File: src/rtl/phoenix_rom_pkg.sv
// Shared types and address-map constants for the Phoenix ROM download path.
package phoenix_rom_pkg;

    typedef enum logic [2:0] {
        IDLE,
        LOAD,
        DRAIN,
        HOLD,
        RUN,
        ERR
    } state_t;

    typedef enum logic [1:0] {
        RGN_PROG,
        RGN_BG,
        RGN_FG,
        RGN_PAL
    } region_t;

    // Region bases; each region ends where the next begins, the map ends at MAP_LIMIT.
    localparam logic [15:0] BG_BASE   = 16'h4000;
    localparam logic [15:0] FG_BASE   = 16'h5000;
    localparam logic [15:0] PAL_BASE  = 16'h6000;
    localparam logic [15:0] MAP_LIMIT = 16'h6200;

    localparam int unsigned EXPECTED_BYTES_DEFAULT = 25088;

endpackage

File: src/rtl/phoenix_rom_region_decode.sv
// Combinational decode of a download byte address into target region and relative address.
module phoenix_rom_region_decode
    import phoenix_rom_pkg::*;
(
    input  logic [15:0] addr,
    output logic        in_map,
    output logic [2:0]  sel,
    output logic        pal,
    output logic [13:0] rel_addr
);

    region_t region;

    always_comb begin
        in_map = 1'b1;
        region = RGN_PROG;
        if (addr < BG_BASE)        region = RGN_PROG;
        else if (addr < FG_BASE)   region = RGN_BG;
        else if (addr < PAL_BASE)  region = RGN_FG;
        else if (addr < MAP_LIMIT) region = RGN_PAL;
        else                       in_map = 1'b0;

        sel      = '0;
        pal      = 1'b0;
        rel_addr = '0;
        case (region)
            RGN_PROG: begin
                sel      = 3'b001;
                rel_addr = addr[13:0];
            end
            RGN_BG: begin
                sel      = 3'b010;
                rel_addr = {2'b00, addr[11:0]};
            end
            RGN_FG: begin
                sel      = 3'b100;
                rel_addr = {2'b00, addr[11:0]};
            end
            default: begin
                sel      = 3'b100;
                pal      = 1'b1;
                rel_addr = {5'b00000, addr[8:0]};
            end
        endcase
    end

endmodule

File: src/rtl/phoenix_rom_loader.sv
// Sequences the hps_io ROM download into Phoenix ROM/PROM ports, validates the image
// and owns the core reset.
module phoenix_rom_loader
    import phoenix_rom_pkg::*;
#(
    parameter int unsigned EXPECTED_BYTES = EXPECTED_BYTES_DEFAULT,
    parameter int unsigned RESET_HOLD     = 16
) (
    input  logic        clk,
    input  logic        reset,
    input  logic        dn_download,
    input  logic        dn_wr,
    input  logic [15:0] dn_addr,
    input  logic [7:0]  dn_data,
    input  logic        mem_wr_ready,
    output logic        mem_wr,
    output logic [2:0]  mem_sel,
    output logic        mem_pal,
    output logic [13:0] mem_addr,
    output logic [7:0]  mem_data,
    output logic        core_reset,
    output logic        load_ok,
    output logic        load_err,
    output logic [16:0] byte_count
);

    state_t      state, state_nx;
    logic        in_map, dec_pal;
    logic [2:0]  dec_sel;
    logic [13:0] dec_addr;
    logic [7:0]  hold_cnt;
    logic        accept, done, drained, image_ok, enter_load, enter_err;

    phoenix_rom_region_decode u_decode (
        .addr     (dn_addr),
        .in_map   (in_map),
        .sel      (dec_sel),
        .pal      (dec_pal),
        .rel_addr (dec_addr)
    );

    assign accept     = dn_download & dn_wr & in_map & (state == LOAD);
    assign done       = mem_wr & mem_wr_ready;
    assign drained    = ~mem_wr | done;
    assign image_ok   = (byte_count == 17'(EXPECTED_BYTES)) & ~load_err;
    assign enter_load = (state_nx == LOAD) & (state != LOAD);
    assign enter_err  = (state_nx == ERR) & (state != ERR);

    always_comb begin
        state_nx   = state;
        core_reset = 1'b1;
        load_ok    = 1'b0;
        case (state)
            IDLE:  if (dn_download) state_nx = LOAD;
            // A buffer already empty at download end skips DRAIN so the hold
            // period starts on the edge the last byte leaves.
            LOAD: begin
                if (!dn_download) begin
                    if (!drained)      state_nx = DRAIN;
                    else if (image_ok) state_nx = HOLD;
                    else               state_nx = ERR;
                end
            end
            DRAIN: begin
                if (dn_download)   state_nx = LOAD;
                else if (drained)  state_nx = image_ok ? HOLD : ERR;
            end
            HOLD: begin
                if (dn_download)                          state_nx = LOAD;
                else if (hold_cnt == 8'(RESET_HOLD - 1))  state_nx = RUN;
            end
            RUN: begin
                core_reset = 1'b0;
                load_ok    = 1'b1;
                if (dn_download) state_nx = LOAD;
            end
            ERR:     if (dn_download) state_nx = LOAD;
            default: state_nx = IDLE;
        endcase
    end

    always_ff @(posedge clk) begin
        if (reset) begin
            state      <= IDLE;
            mem_wr     <= 1'b0;
            mem_sel    <= '0;
            mem_pal    <= 1'b0;
            mem_addr   <= '0;
            mem_data   <= '0;
            load_err   <= 1'b0;
            byte_count <= '0;
            hold_cnt   <= '0;
        end else begin
            state    <= state_nx;
            hold_cnt <= (state == HOLD) ? hold_cnt + 8'd1 : '0;
            if (enter_load) begin
                byte_count <= '0;
                load_err   <= 1'b0;
                mem_wr     <= 1'b0;
            end else begin
                if (accept && drained) begin
                    mem_wr   <= 1'b1;
                    mem_sel  <= dec_sel;
                    mem_pal  <= dec_pal;
                    mem_addr <= dec_addr;
                    mem_data <= dn_data;
                    if (byte_count != '1) byte_count <= byte_count + 17'd1;
                end else begin
                    if (accept)    load_err <= 1'b1;
                    else if (done) mem_wr   <= 1'b0;
                end
                if (enter_err) load_err <= 1'b1;
            end
        end
    end

endmodule

File: config.mk
export PLATFORM = sky130hd
export DESIGN_NAME = phoenix_rom_loader
export DESIGN_NICKNAME = d
export VERILOG_FILES = /design/src/rtl/phoenix_rom_pkg.sv /design/src/rtl/phoenix_rom_region_decode.sv /design/src/rtl/phoenix_rom_loader.sv
export SDC_FILE = /design/constraint.sdc
export NUM_CORES = 1
export LEC_CHECK = 0
export ABC_AREA = 1
export CORE_ASPECT_RATIO = 1.5
export CORE_MARGIN = 4
export CORE_UTILIZATION = 41
export CTS_BUF_LIST = sky130_fd_sc_hd__clkbuf_4
export CTS_CLUSTER_DIAMETER = 40
export CTS_CLUSTER_SIZE = 8
export DETAILED_ROUTE_END_ITERATION = 6
export MAX_ROUTING_LAYER = met4
export PLACE_DENSITY_LB_ADDON = 0.1
export SLEW_MARGIN = 20
export SYNTH_ARGS = -nofsm -noshare
export SYNTH_HDL_FRONTEND = slang
export SYNTH_SLANG_ARGS = --single-unit
File: constraint.sdc
create_clock -name clk -period 3.5 [get_ports clk]
set_clock_uncertainty 0.15 [all_clocks]
set_input_delay 0.35 -clock clk [delete_from_list [all_inputs] [get_ports clk]]
set_output_delay 0.35 -clock clk [all_outputs]
set_load 0.02 [all_outputs]
Word level (Yosys, flattened, before mapping)
Cells that the tools add are included.

operators by class
  reduce and logical (&&, ||, !) cells = 14
  magnitude comparators = 4
  equal/unequal tests = 16
  add/subtract/negate cells = 2
  mux-type cells = 28
  bitwise gates (word level) = 12

operator list
  cell                                                                             number
  16-bit by 15-bit less-than comparator with 1-bit output (second input constant)  4
  14-bit one-hot mux with 2 select lines                                           1
  3-bit 2-to-1 mux                                                                 8
  17-bit by 1-bit adder with 17-bit output (second input constant)                 1
  17-bit by 15-bit equality test with 1-bit output (second input constant)         1
  17-bit inequality test (second input constant)                                   1
  1-bit 2-to-1 mux                                                                 13
  3-bit one-hot mux with 4 select lines                                            1
  3-bit equality test (second input constant)                                      3
  8-bit by 1-bit adder with 8-bit output (second input constant)                   1
  8-bit by 4-bit equality test with 1-bit output (second input constant)           1
  2-bit 2-to-1 mux                                                                 4
  2-bit AND reduction                                                              4
  1-bit bitwise AND                                                                7
  3-bit by 1-bit equality test with 1-bit output (second input constant)           2
  3-bit by 2-bit equality test with 1-bit output (second input constant)           2
  3-bit one-hot mux with 2 select lines                                            1
  2-bit OR reduction                                                               3
  3-bit OR reduction                                                               2
  1-bit NOT                                                                        4
  2-bit nonzero test                                                               2
  3-bit logical NOT                                                                1
  3-bit by 1-bit inequality test with 1-bit output (second input constant)         1
  3-bit inequality test (second input constant)                                    1
  7 further kinds                                                                  7

word-level totals
  input port bits = 29
  output and inout bits = 47
  word-level logic and storage cells = 85
  register bits = 56

Depth between registers and ports, before layout
  word-level depth = 10
  depth in mapped cells = 12

Cells and area by module
Synthesis repeated with hierarchy kept, for this count alone.

unflattened totals
  cell total of the unflattened synthesis = 397
  area total of the unflattened synthesis = 2798.9 um^2

modules (own cells, without submodules)
  module                     seq. area each (um^2)  times used  cells an instance  area each (um^2)
  phoenix_rom_loader         1121.1                 1           353                2528.7
  phoenix_rom_region_decode  0.0                    1           44                 270.3

Least setup slack after synthesis
OpenSTA, ideal clock, no wires.

  path type = register -> register
  from = reg byte_count[0]
  to = reg byte_count[16]
  library setup time = 0.117 ns
  clock period less this slack = 2.331 ns
  path slack = 1.169 ns
  buffers on the path = 1
  data required time = 3.233 ns
  cell stages (with the launch flop) = 12
  arrival time = 2.064 ns
  cells stage by stage = dfxtp_1 -> ha_1 -> nand2_1 -> nor3_2 -> nand4_1 -> nor4_1 -> ha_1 -> nor2_4 -> buf_6 -> nand2_1 -> a21boi_0 -> nor2_1

on the way
  longest elaborated chain between the ends = 9
  elaborated cells between the ends (all ways) = 14
  classes of those cells = add/sub (1); eq/ne (3); mux (6); bitwise (2); reduce/logical (2)

RTL lines
  element                                           RTL line                                            text
  start, declared                                   phoenix_rom_loader.sv:24                            output logic [16:0] byte_count
  start signal, assigned                            phoenix_rom_loader.sv:107                           if (byte_count != '1) byte_count <= byte_count + 17'd1;
  17-bit by 15-bit equality test with 1-bit output  phoenix_rom_loader.sv:45                            assign image_ok = (byte_count == 17'(EXPECTED_BYTES)) & ~load_err;
  1-bit bitwise AND                                 phoenix_rom_loader.sv:45
  3-bit 2-to-1 mux                                  phoenix_rom_loader.sv:60, phoenix_rom_loader.sv:66
  3-bit 2-to-1 mux (on tied branches)               phoenix_rom_loader.sv:66, phoenix_rom_loader.sv:59
  3-bit 2-to-1 mux (on tied branches)               phoenix_rom_loader.sv:65, phoenix_rom_loader.sv:58
  3-bit one-hot mux with 4 select lines             phoenix_rom_loader.sv:53                            case (state)
  3-bit by 1-bit equality test with 1-bit output    phoenix_rom_loader.sv:46                            assign enter_load = (state_nx == LOAD) & (state != LOAD);
  1-bit bitwise AND                                 phoenix_rom_loader.sv:46
  2-bit OR reduction (no source line)               --

Several ways; a longest one is shown, not always the timed one.
A chain may end at the register's enable or synchronous reset.

Worst setup path in the final report
  from = reg byte_count[0]
  to = reg byte_count[5]

The elaborated chain is that of the path after synthesis.

==> metrics.cfg <==
[clock_network]
clkLatencyLatePin_ps = 380
cts_hold_buf = 0
cts_buffer_depth = 2
clkTransAtPathRegs_ps = 150
post_cts_resized = 0
htree_levels = 2
cts_buffers = 5
cts_tree = yes
clock-sinks = 56
cts_root_buffer = clkbuf_4
cts_setup_buffers = 0

[finish]
drive_above_1_share = 0.04440
layout.nets = 510
num_antenna_cells = 0
mostFrequentLayoutCell = nand2_1
fill_cells = 657
seq_area_um2 = 1121
final_cell_mix = 107 x nand2_1, 75 x clkdlybuf4s50_1, 65 x nor2_1
syn2layout_area_growth_pct = 31.33
multiInputGateArea_um2 = 1431

[die]
fp.dieH_um = 108.7
num_rows = 36
core_area_um2 = 6531
ios = 76
start_util = 0.4243
dieArea_um2 = 8166
die_w_um = 75.13

[placed_design]
pre_cts_slack_ps = 775.1
gp_congestion = 0.9314
place_hpwl_mm = 5.042
port_buffers = 75

[global_route]
antenna_found_initial = 0
grt_pass1_vias = 2480
gr-usage-all-layers = 0.1718
grt_pass1_wl_mm = 10.72
grt_remaining_overflow = 0
grt_max_degree = 29

[drt]
wl_per_cell_um = 11.96
drc = 0
avgViaCountPerCell = 4.854
drtIter0Drc = 72
antenna_left = 0
drtPass1Iterations = 4
drt_wl_total_mm = 6.565
dr_total_vias = 2665

[synth]
post-synth-top-area-cell = dfxtp_1
ys_seq_elements = 56
seq_area_frac_synth = 0.4045
synth_area_leaders = dfxtp_1 40%, nand2_1 14%, nor2_1 8.8%, a21oi_1 6.7%, inv_1 5.3%
synth_cell_types = 35
synth_warnings = 0
netlist_area_um2 = 2771
yosys.area.top_type_share = 0.4045
avgSynthCellArea_um2 = 6.946
netlist_instances = 399
syn_nets = 437

[power_and_ir_drop]
seqPwrFrac = 0.571
p_switching_mw = 0.2843
internal_power_mw = 0.8580
ir_drop_mv = 0.2010
p_comb_frac = 0.121
power_density_nw_per_um2 = 313.8
p_clk_frac = 0.309
switching_share = 0.2489
power.leakage_nw = 1.346

[setup_path]
start_kind = flip-flop
required_ps = 3620
path_class = reg2reg
cp-end-kind = flip-flop
crit_family = simple AND/OR/NAND/NOR gates
crit_fanout = 20
path_buf_inv = 0
cp_slowest_cell = dfxtp_1
cp_cell_sequence = ha_1 -> nand2_1 -> nor3_2 -> nand4_1 -> nor4_1 -> ha_1 -> nor2_4 -> nand2_1 -> xor2_1 -> nor2_1
max_stage_delay_ps = 480
cp.arrival_ps = 2720

[timing]
period_share = 0.7415
fmax_ghz = 0.3853
slew_violations = 0
relSlewSlack = 0.6655
worst_pin_slew_ps = 497.9
finalSetupTns_ps = 0
rsz0062_at_grt = no
setup_ws_ps = 904.7
setup_viol = 0
period_minus_slack_ps = 2595
hold_viol = 0

[run]
max_cap_viol_count = 0

[worst_hold_path]
hp-class = reg2reg

[run_status]
status = finished, final reports clean

==> worst register-to-register path: cells and delay by family (launching register included) <==
kind / cells / cell delay [ps]
simple gates: 7 / 1240
fa+ha+maj: 2 / 490
flops: 1 / 480
xor+xnor: 1 / 150
==> state kept, by name (all words and copies together) (netlist names) <==
signal / count
byte_count: 17
mem_addr: 14
hold_cnt: 8
mem_data: 8
mem_sel: 3
state: 3
load_err: 1
mem_pal: 1
mem_wr: 1
==> metal layers <==
| metal | vias up | share of wire | track usage |
|---|---|---|---|
| met4 | 0 | 0.022 | 0.06000 |
| met5 | - | 0 | - |
| met2 | 66 | 0.51 | 0.2936 |
| li1 | 1409 | - | - |
| met1 | 1176 | 0.41 | 0.1901 |
| met3 | 14 | 0.057 | 0.04428 |
==> layout make-up <==
class | instances | area share
Tap cell | 76 | 0.02613
Clock inverter | 3 | 0.01169
Multi-Input combinational cell | 292 | 0.3933
Timing Repair Buffer | 76 | 0.2083
Clock buffer | 5 | 0.01031
Inverter | 41 | 0.04228
Sequential cell | 56 | 0.3080
==> cell usage after synthesis, drive strengths merged <==
library cell / count
a21boi: 1
and3: 1
a31oi: 2
or2: 2
nor3b: 1
a21oi: 37
inv: 41
nor4: 1
nand3: 25
nor3: 10
nand3b: 2
nand2: 109
nor2: 67
o21ai: 7
and2: 1
nand4: 4
clkbuf: 3
ha: 9
o21bai: 1
xnor2: 3
o21a: 2
xor2: 7
buf: 7
dfxtp: 56
==> final timing paths <==
check	startpoint	cells after the start	slack [ps]	endpoint
hold reg to reg	hold_cnt[0]$_SDFF_PP0_	1	310	hold_cnt[0]$_SDFF_PP0_
setup reg to reg	byte_count[0]$_SDFFE_PP0P_	10	900	byte_count[5]$_SDFFE_PP0P_
setup / recovery	byte_count[0]$_SDFFE_PP0P_	10	900	byte_count[5]$_SDFFE_PP0P_
hold / removal	hold_cnt[0]$_SDFF_PP0_	1	310	hold_cnt[0]$_SDFF_PP0_
==> cell families after synthesis <==
kind of cell,synth area share
and+or+nand+nor,0.3454
DFF,0.4045
buffers and inverters,0.07900
AOI/OAI and AO/OA,0.09887
xor gates and xnor gates,0.03160
adders and majority gates,0.04063
==> power by group through the flow <==
stage	clock network (mW)	registers (mW)	logic, mW
after floorplan	0	0.672	0.0719
after global placement	0	0.665	0.139
after detailed placement	0	0.665	0.140
after CTS	0.368	0.652	0.140
after global routing	0.388	0.653	0.152
final	0.353	0.652	0.138
==> per-stage QoR <==
| stage | utilization | instance area [um^2] | std cells | power (mW) | hold slack [ps] |
|---|---|---|---|---|---|
| 6_report | 0.5573 | 3640 | 549 | 1.142 | 309.6 |
| 3_5_place_dp | 0.5450 | 3560 | 541 | 0.8048 | 289.1 |
| 5_1_grt | 0.5573 | 3640 | 549 | 1.193 | 337.2 |
| 3_3_place_gp | 0.5450 | 3560 | 541 | 0.8039 | 283.0 |
| 4_1_cts | 0.5573 | 3640 | 549 | 1.160 | 309.7 |
| 2_1_floorplan | - | 2771 | 399 | 0.7437 | 267.9 |
Note: power is estimated with default switching activity, not from simulation.
